==> src/rtl/inst_loader.sv <==
// Boot-image loader: parses a length-prefixed big-endian byte stream into 32-bit
// instruction-memory writes, then releases the CPU. Optional macro: INST_LOADER_CHECKSUM_EN.
module inst_loader #(
  parameter logic [31:0] BASE_ADDR = 32'h0000_0000,
  parameter int unsigned MAX_WORDS = 256
) (
  input  logic        clk,
  input  logic        rstb,
  input  logic        start,
  input  logic        byte_valid,
  input  logic [7:0]  byte_data,
  output logic        byte_ready,
  output logic        wr_en,
  output logic [31:0] wr_addr,
  output logic [31:0] wr_data,
  output logic        cpu_rstb,
  output logic        busy,
  output logic        done,
  output logic        err
);

`ifdef INST_LOADER_CHECKSUM_EN
  typedef enum logic [2:0] {S_IDLE, S_LEN_HI, S_LEN_LO, S_DATA, S_CHK, S_DONE, S_ERR} state_t;
  localparam state_t S_FIN = S_CHK;
`else
  typedef enum logic [2:0] {S_IDLE, S_LEN_HI, S_LEN_LO, S_DATA, S_DONE, S_ERR} state_t;
  localparam state_t S_FIN = S_DONE;
`endif

  localparam logic [16:0] MAX_N = 17'(MAX_WORDS);

  state_t      state_q, state_d;
  logic [15:0] len_q;
  logic [15:0] widx_q;
  logic [1:0]  bidx_q;
  logic [23:0] shift_q;
  logic        byte_ready_q;
  logic        wr_en_q;
  logic [31:0] wr_addr_q;
  logic [31:0] wr_data_q;
  logic        cpu_rstb_q;
  logic        busy_q;
  logic        done_q;
  logic        err_q;
`ifdef INST_LOADER_CHECKSUM_EN
  logic [7:0]  csum_q;
`endif

  logic        xfer;
  logic [15:0] len_n;
  logic        word_end;
  logic        last_word;

  assign xfer      = byte_valid & byte_ready_q;
  assign len_n     = {len_q[15:8], byte_data};
  assign word_end  = (bidx_q == 2'd3);
  assign last_word = ((widx_q + 16'd1) == len_q);

  function automatic logic is_loading(input state_t s);
    logic r;
    r = (s == S_LEN_HI) || (s == S_LEN_LO) || (s == S_DATA);
`ifdef INST_LOADER_CHECKSUM_EN
    r = r || (s == S_CHK);
`endif
    return r;
  endfunction

  always_comb begin
    state_d = state_q;
    case (state_q)
      S_IDLE, S_DONE: if (start) state_d = S_LEN_HI;
      S_LEN_HI:       if (xfer) state_d = S_LEN_LO;
      S_LEN_LO: begin
        if (xfer) begin
          if ({1'b0, len_n} > MAX_N) state_d = S_ERR;
          else if (len_n == 16'd0)   state_d = S_FIN;
          else                       state_d = S_DATA;
        end
      end
      S_DATA:         if (xfer && word_end && last_word) state_d = S_FIN;
`ifdef INST_LOADER_CHECKSUM_EN
      S_CHK:          if (xfer) state_d = (byte_data == csum_q) ? S_DONE : S_ERR;
`endif
      S_ERR:          state_d = S_ERR;
      default:        state_d = S_IDLE;
    endcase
  end

  // Status outputs are registered from the next state so they change with it.
  always_ff @(posedge clk) begin
    if (!rstb) begin
      state_q      <= S_IDLE;
      len_q        <= '0;
      widx_q       <= '0;
      bidx_q       <= '0;
      shift_q      <= '0;
      byte_ready_q <= 1'b0;
      wr_en_q      <= 1'b0;
      wr_addr_q    <= BASE_ADDR;
      wr_data_q    <= '0;
      cpu_rstb_q   <= 1'b0;
      busy_q       <= 1'b0;
      done_q       <= 1'b0;
      err_q        <= 1'b0;
`ifdef INST_LOADER_CHECKSUM_EN
      csum_q       <= '0;
`endif
    end else begin
      state_q      <= state_d;
      byte_ready_q <= is_loading(state_d);
      busy_q       <= is_loading(state_d);
      done_q       <= (state_d == S_DONE);
      cpu_rstb_q   <= (state_d == S_DONE);
      err_q        <= (state_d == S_ERR);
      wr_en_q      <= 1'b0;
      case (state_q)
        S_IDLE, S_DONE: begin
          if (start) begin
            widx_q <= '0;
            bidx_q <= '0;
`ifdef INST_LOADER_CHECKSUM_EN
            csum_q <= '0;
`endif
          end
        end
        S_LEN_HI: begin
          if (xfer) begin
            len_q[15:8] <= byte_data;
`ifdef INST_LOADER_CHECKSUM_EN
            csum_q <= csum_q ^ byte_data;
`endif
          end
        end
        S_LEN_LO: begin
          if (xfer) begin
            len_q[7:0] <= byte_data;
`ifdef INST_LOADER_CHECKSUM_EN
            csum_q <= csum_q ^ byte_data;
`endif
          end
        end
        S_DATA: begin
          if (xfer) begin
            bidx_q <= bidx_q + 2'd1;
`ifdef INST_LOADER_CHECKSUM_EN
            csum_q <= csum_q ^ byte_data;
`endif
            if (word_end) begin
              wr_en_q   <= 1'b1;
              wr_data_q <= {shift_q, byte_data};
              wr_addr_q <= BASE_ADDR + {14'd0, widx_q, 2'b00};
              widx_q    <= widx_q + 16'd1;
            end else begin
              shift_q <= {shift_q[15:0], byte_data};
            end
          end
        end
        default: ;
      endcase
    end
  end

  assign byte_ready = byte_ready_q;
  assign wr_en      = wr_en_q;
  assign wr_addr    = wr_addr_q;
  assign wr_data    = wr_data_q;
  assign cpu_rstb   = cpu_rstb_q;
  assign busy       = busy_q;
  assign done       = done_q;
  assign err        = err_q;

endmodule

==> config.mk <==
export PLATFORM = sky130hd
export DESIGN_NAME = inst_loader
export DESIGN_NICKNAME = d
export VERILOG_FILES = /design/src/rtl/inst_loader.sv
export SDC_FILE = /design/constraint.sdc
export NUM_CORES = 1
export LEC_CHECK = 0
export CAP_MARGIN = 20
export CORE_ASPECT_RATIO = 1.2
export CORE_MARGIN = 2
export CORE_UTILIZATION = 48
export DETAILED_ROUTE_END_ITERATION = 16
export PLACE_DENSITY = 0.76
export SYNTH_ARGS = -nofsm -noshare
export SYNTH_HDL_FRONTEND = slang
export SYNTH_SLANG_ARGS = --single-unit
==> constraint.sdc <==
create_clock -name clk -period 2.3 [get_ports clk]
set_clock_uncertainty 0.05 [all_clocks]
set_input_delay 0.345 -clock clk [delete_from_list [all_inputs] [get_ports clk]]
set_output_delay 0.345 -clock clk [all_outputs]
set_load 0.05 [all_outputs]
After elaboration in Yosys (flattened, before gate mapping)
Cells that the tools add are included.

storage, ports and cells
  memories kept = 0
  bits in writable memories = 0
  register bits = 113
  output and inout port bits = 70
  ROM bits = 0
  bits of input ports = 12
  word-level logic and storage cells = 62
  latch bits = 0

operators by class
  mux-type cells = 15
  add/sub/neg operators = 2
  multiply operators = 0
  magnitude comparators = 1
  reductions and logical operators = 15
  divide/modulo/power cells = 0
  equality and inequality tests = 15
  bitwise operators = 2
  shift operators = 0

operator list
  cell                                                 count
  2-to-1 mux 16 bit                                    3
  one-hot mux 16 bit (2 select lines)                  1
  2-to-1 mux 3 bit                                     6
  adder 16 x 1 -> 16 bit, second input constant        1
  equality test 16 bit                                 1
  > comparator 16 x 9 -> 1 bit, second input constant  1
  zero test 16 bit                                     1
  one-hot mux 3 bit (5 select lines)                   1
  equality test 3 x 2 -> 1 bit, second input constant  4
  equality test 3 bit, second input constant           4
  AND reduction 3 bit                                  4
  equality test 3 x 1 -> 1 bit, second input constant  2
  inequality test 2 bit, second input constant         3
  2-to-1 mux 2 bit                                     2
  one-hot mux 2 bit (2 select lines)                   1
  AND reduction 2 bit                                  2
  AND reduction 4 bit                                  1
  zero test 3 bit                                      1
  adder 2 x 1 -> 2 bit, second input constant          1
  equality test 2 bit, second input constant           1
  logical AND 1 bit                                    2
  logical OR 1 bit                                     2
  nonzero test 2 bit                                   1
  OR reduction 2 bit                                   1
  other kinds (3)                                      3

Depth between registers and ports, before layout
  depth after elaboration = 8
  depth in mapped cells = 8
  mapped depth without buffers = 8

Least setup slack after synthesis
OpenSTA, ideal clock, no wires.

  path kind = register -> register
  start point = reg widx_q[0]
  end point = reg done_q (netlist: done)
  path buffers = 0
  arrival time = 2.356 ns
  stages on the path, launching flop included = 9
  setup slack = -0.194 ns
  clock period less this slack = 2.494 ns
  library setup time = 0.088 ns
  required time = 2.162 ns
  cells stage by stage = dfxtp_1 > ha_1 > nand3_4 > or4_4 > xnor2_1 > nand3_1 > nor4_2 > a31oi_2 > nor4_2

on the way
  cells in the longest elaborated chain, start to end = 6

RTL lines
  what                                line  source
  start, declared                     34    logic [15:0] widx_q;
  start signal, assigned              152   widx_q <= widx_q + 16'd1;
  adder 16 x 1 -> 16 bit              57    assign last_word = ((widx_q + 16'd1) == len_q);
  equality test 16 bit                57
  logical AND 1 bit                   80    S_DATA: if (xfer && word_end && last_word) state_d = S_FIN;
  2-to-1 mux 3 bit                    80
  one-hot mux 3 bit (5 select lines)  70    case (state_q)
  equality test 3 bit                 112   done_q <= (state_d == S_DONE);
  end signal, assigned                112
  end, declared                       43    logic done_q;

Every way passes these cells.
A chain may end at the register's enable or synchronous reset.

Worst setup path in the final report
  start point = reg widx_q[0]
  end point = reg err_q (netlist: err)

on the way
  cells in the longest elaborated chain, start to end = 6

RTL lines
  what                                line  source
  adder 16 x 1 -> 16 bit              57
  equality test 16 bit                57
  logical AND 1 bit                   80
  2-to-1 mux 3 bit                    80
  one-hot mux 3 bit (5 select lines)  70
  equality test 3 bit                 114   err_q <= (state_d == S_ERR);
  end signal, assigned                114
  end, declared                       44    logic err_q;

Every way passes these cells.

==> implementation parameters <==
Parameter                              Value

Place
  Placed insts ... ~810
  Number of port buffers ... between 60 and 70
  Final weighted congestion in routability-driven placement ... 0.9150
  DP Wirelength ... around 8.6 mm

Drt
  Number of vias per cell after detailed routing ... 5.285
  Mean routed wirelength per cell ... 14.84 µm
  Pre-Repair DR Iteration Count ... 5
  Number of DRC markers after the initial detailed-route iteration ... 195
  DRT antenna net count ... 0
  Via Count ... about 4.5k
  Total length of routed wires ... ~13 mm
  DRC violations left ... 0

Floorplan
  Die boundary width ... 96.27 µm
  I/O Pins ... slightly above 80
  Die Y ... roughly 110 µm
  Count of standard-cell rows ... 40
  Initial standard-cell utilization of the core ... 0.4923
  Core footprint ... between 0.009 and 0.01 mm²
  Total die area ... 0.01104 mm²

Power and ir drop
  Leakage power ... ~2.4 nW
  Power Density ... ~730 mW/mm²
  Worst IR drop on VDD ... ~0.52 mV

Yosys
  Yosys warns ... 0
  Share of async-settable or async-resettable flops after synthesis ... 0
  Mean Syn Cell Area ... 7.973 µm²
  Combined area of all synthesized cells ... 0.004903 mm²
  Number of enable-type register cells in the synthesized netlist ... 0
  Synth unique cells ... 50
  Number of flip-flops and latches in the synthesized netlist ... roughly 110
  Gate count after technology mapping ... just over 600
  Predominant post-synthesis flop cell ... sky130_fd_sc_hd__dfxtp_1
  Sequential share of the synthesized area ... 0.4613

GRT
  Global-route wire length before repair ... 20.55 mm
  Largest net degree at the start of global routing ... 70
  Overall routing resource usage ... 0.2416
  Grt total ovfl ... 0
  Number of global-route vias before repair ... roughly 4.3k
  Initial antenna violation count ... 0

Worst setup path
  Critical Path RT ... between 2 and 3 ns
  Slack of the worst reg-to-reg path ... -0.02 ns
  Critical Path Source Type ... register
  Critical setup path kind ... reg2reg
  Critical Path AT ... around 2.6 ns
  Maximum net fanout on the critical path ... 4
  Setup crit end kind ... register

Cells and area
  Flip-flop and latch area ... 0.002275 mm²
  Final instance count without filler cells ... 850
  Most frequent standard cell in the layout excluding fill and tap cells ... sky130_fd_sc_hd__nand2_1
  Fillcell total ... 820
  Leading cell types in the layout, fill and taps excluded ... 159 x sky130_fd_sc_hd__nand2_1, 109 x sky130_fd_sc_hd__dfxtp_1, 95 x sky130_fd_sc_hd__a21oi_1
  Layout net count ... ~730
  Antenna cell count ... 0
  Share of final-layout standard cells stronger than drive strength 1 ... 0.1740
  Area overhead of the layout relative to synthesis ... 37.08%
  Multi-input logic area ... 0.002524 mm²

CTS
  Clock root buffer ... sky130_fd_sc_hd__clkbuf_16
  Number of buffers inserted during clock tree synthesis ... 17
  Number of H-tree branching levels ... 4
  Clock tree from TritonCTS ... yes
  Buffer levels on the longest clock path ... 2
  Number of sinks driven by the clock tree ... 113
  Clk slew on worst S/H paths ... roughly 0.050 ns
  Clock latency on the worst-skew pair ... around 0.4 ns

Timing
  Final Max Slew Viols ... 0
  Endpoints failing hold ... 0
  Final worst-path cycle share ... 1.009
  Unrepaired setup endpoints after global routing ... true
  Max Clk Rate ... between 400 and 500 MHz
  Final setup violation count ... 1
  Slack of the critical path ... -0.02107 ns
  Setup Total Neg Slack ... -0.02107 ns
  Worst-case headroom to the max-slew limit ... 0.6518
  Actual transition at the worst max-transition pin ... about 0.52 ns
  Min Clock Period, post-route ... between 2 and 2.5 ns

Worst hold path
  Classification of the worst-slack hold path ... reg2reg

Job
  Max cap viols ... 0

Status
  Failing checks ... negative setup slack
  Outcome ... complete, but fails checks
==> Yosys cell counts (2+ instances only) <==
| library cell | number | share of area |
|---|---|---|
| sky130_fd_sc_hd__a211oi_1 | 2 | 0.0031 |
| sky130_fd_sc_hd__a21oi_1 | 100 | 0.10 |
| sky130_fd_sc_hd__and2_1 | 4 | 0.0051 |
| sky130_fd_sc_hd__buf_2 | 3 | 0.0031 |
| sky130_fd_sc_hd__buf_4 | 20 | 0.031 |
| sky130_fd_sc_hd__clkbuf_1 | 34 | 0.026 |
| sky130_fd_sc_hd__dfxtp_1 | 113 | 0.46 |
| sky130_fd_sc_hd__ha_1 | 2 | 0.0051 |
| sky130_fd_sc_hd__inv_1 | 7 | 0.0054 |
| sky130_fd_sc_hd__mux2i_1 | 16 | 0.033 |
| sky130_fd_sc_hd__nand2_1 | 161 | 0.12 |
| sky130_fd_sc_hd__nand2b_1 | 3 | 0.0038 |
| sky130_fd_sc_hd__nand3_1 | 11 | 0.011 |
| sky130_fd_sc_hd__nand3_4 | 2 | 0.0071 |
| sky130_fd_sc_hd__nand3b_1 | 4 | 0.0061 |
| sky130_fd_sc_hd__nand4_1 | 3 | 0.0038 |
| sky130_fd_sc_hd__nor2_1 | 42 | 0.032 |
| sky130_fd_sc_hd__nor3_1 | 7 | 0.0071 |
| sky130_fd_sc_hd__nor4_1 | 4 | 0.0051 |
| sky130_fd_sc_hd__nor4_2 | 2 | 0.0051 |
| sky130_fd_sc_hd__o21ai_0 | 16 | 0.016 |
| sky130_fd_sc_hd__or2_2 | 2 | 0.0026 |
| sky130_fd_sc_hd__or3_1 | 8 | 0.010 |
| sky130_fd_sc_hd__or4_1 | 2 | 0.0031 |
| sky130_fd_sc_hd__xnor2_1 | 14 | 0.025 |
| sky130_fd_sc_hd__xor2_1 | 9 | 0.016 |
==> path summary, 6_finish.rpt <==
path | from | end | cells after the start
max | widx_q[0]$_SDFFE_PN0P_ | err$_SDFF_PN0_ | 9
min | wr_addr[4]$_SDFFE_PN0P_ | wr_addr[4]$_SDFFE_PN0P_ | 2
max reg2reg | widx_q[0]$_SDFFE_PN0P_ | err$_SDFF_PN0_ | 9
min reg2reg | wr_addr[4]$_SDFFE_PN0P_ | wr_addr[4]$_SDFFE_PN0P_ | 2
==> state kept, by name (all words and copies together), names as in the netlist, 2 cells and up <==
register	cells
len_q	16
bidx_q	2
shift_q	24
widx_q	16
wr_data	32
state_q	3
wr_addr	16
==> per-layer routing <==
metal | vias to the layer above | share of wire | track usage
li1 | 2217 | - | -
met1 | 2132 | 0.41 | 0.2839
met2 | 120 | 0.53 | 0.4181
met3 | 23 | 0.045 | 0.06386
met4 | 0 | 0.018 | 0.08857
met5 | - | 0 | 0
==> critical path: stages (launching register included) <==
cell and delay (ns):
sky130_fd_sc_hd__dfxtp_4 0.37, sky130_fd_sc_hd__ha_4 0.16, sky130_fd_sc_hd__nand3_4 0.11, sky130_fd_sc_hd__or4_4 0.58, sky130_fd_sc_hd__xnor2_4 0.21, sky130_fd_sc_hd__nand3_2 0.11
sky130_fd_sc_hd__nor4_4 0.15, sky130_fd_sc_hd__buf_6 0.16, sky130_fd_sc_hd__a31oi_4 0.12, sky130_fd_sc_hd__a211oi_2 0.22
==> report_power, final <==
part           internal [mW]  switching (mW)  total [mW]
clock network           1.73           0.926        2.66
registers               1.96          0.0116        1.98
logic                 0.0860           0.183       0.269
==> final cells by class <==
cell class | instances | area share
clock inverters | 12 | 0.02364
multi-input cells | 452 | 0.3755
flip-flops and latches | 113 | 0.3384
inverters | 7 | 0.003909
well taps | 126 | 0.02345
clock buffers | 20 | 0.06646
repair buffers | 120 | 0.1687
==> per-stage QoR <==
stage	hold WS (ns)	instance area (µm²)	power, mW	setup WS, ns	utilization
after floorplan	0.3822	4984	2.204	0.1074	-
after global routing	0.4194	6721	5.056	-0.09488	0.6749
after CTS	0.4030	6621	4.930	-0.007742	0.6648
final	0.4012	6721	4.907	-0.02107	0.6749
after detailed placement	0.3969	5936	2.274	-0.4201	0.5960
after global placement	0.3911	5936	2.272	-0.3380	0.5960
==> cell families (layout without fill, tap and decap cells) <==
logic type      count (synthesis)  in the layout  synth area share
buf+inv                        65            159           0.06583
other cells                     1             16         0.0007648
xor+xnor                       23             23           0.04108
compound gates                132            132            0.1506
fa+ha+maj                       2              2          0.005103
simple gates                  263            263            0.2427
mux                            16             16           0.03266
flops                         113            113            0.4613
==> what timing repair did <==
action	4_1_cts	5_1_grt
gates resized for setup	11	20
pin swaps	10	15
setup endpoints to repair	6	6
buffers inserted	4	2
hold buffers	0	0
endpoints found under the hold margin	0	0
No activity file was read; power rests on OpenSTA's default activity.
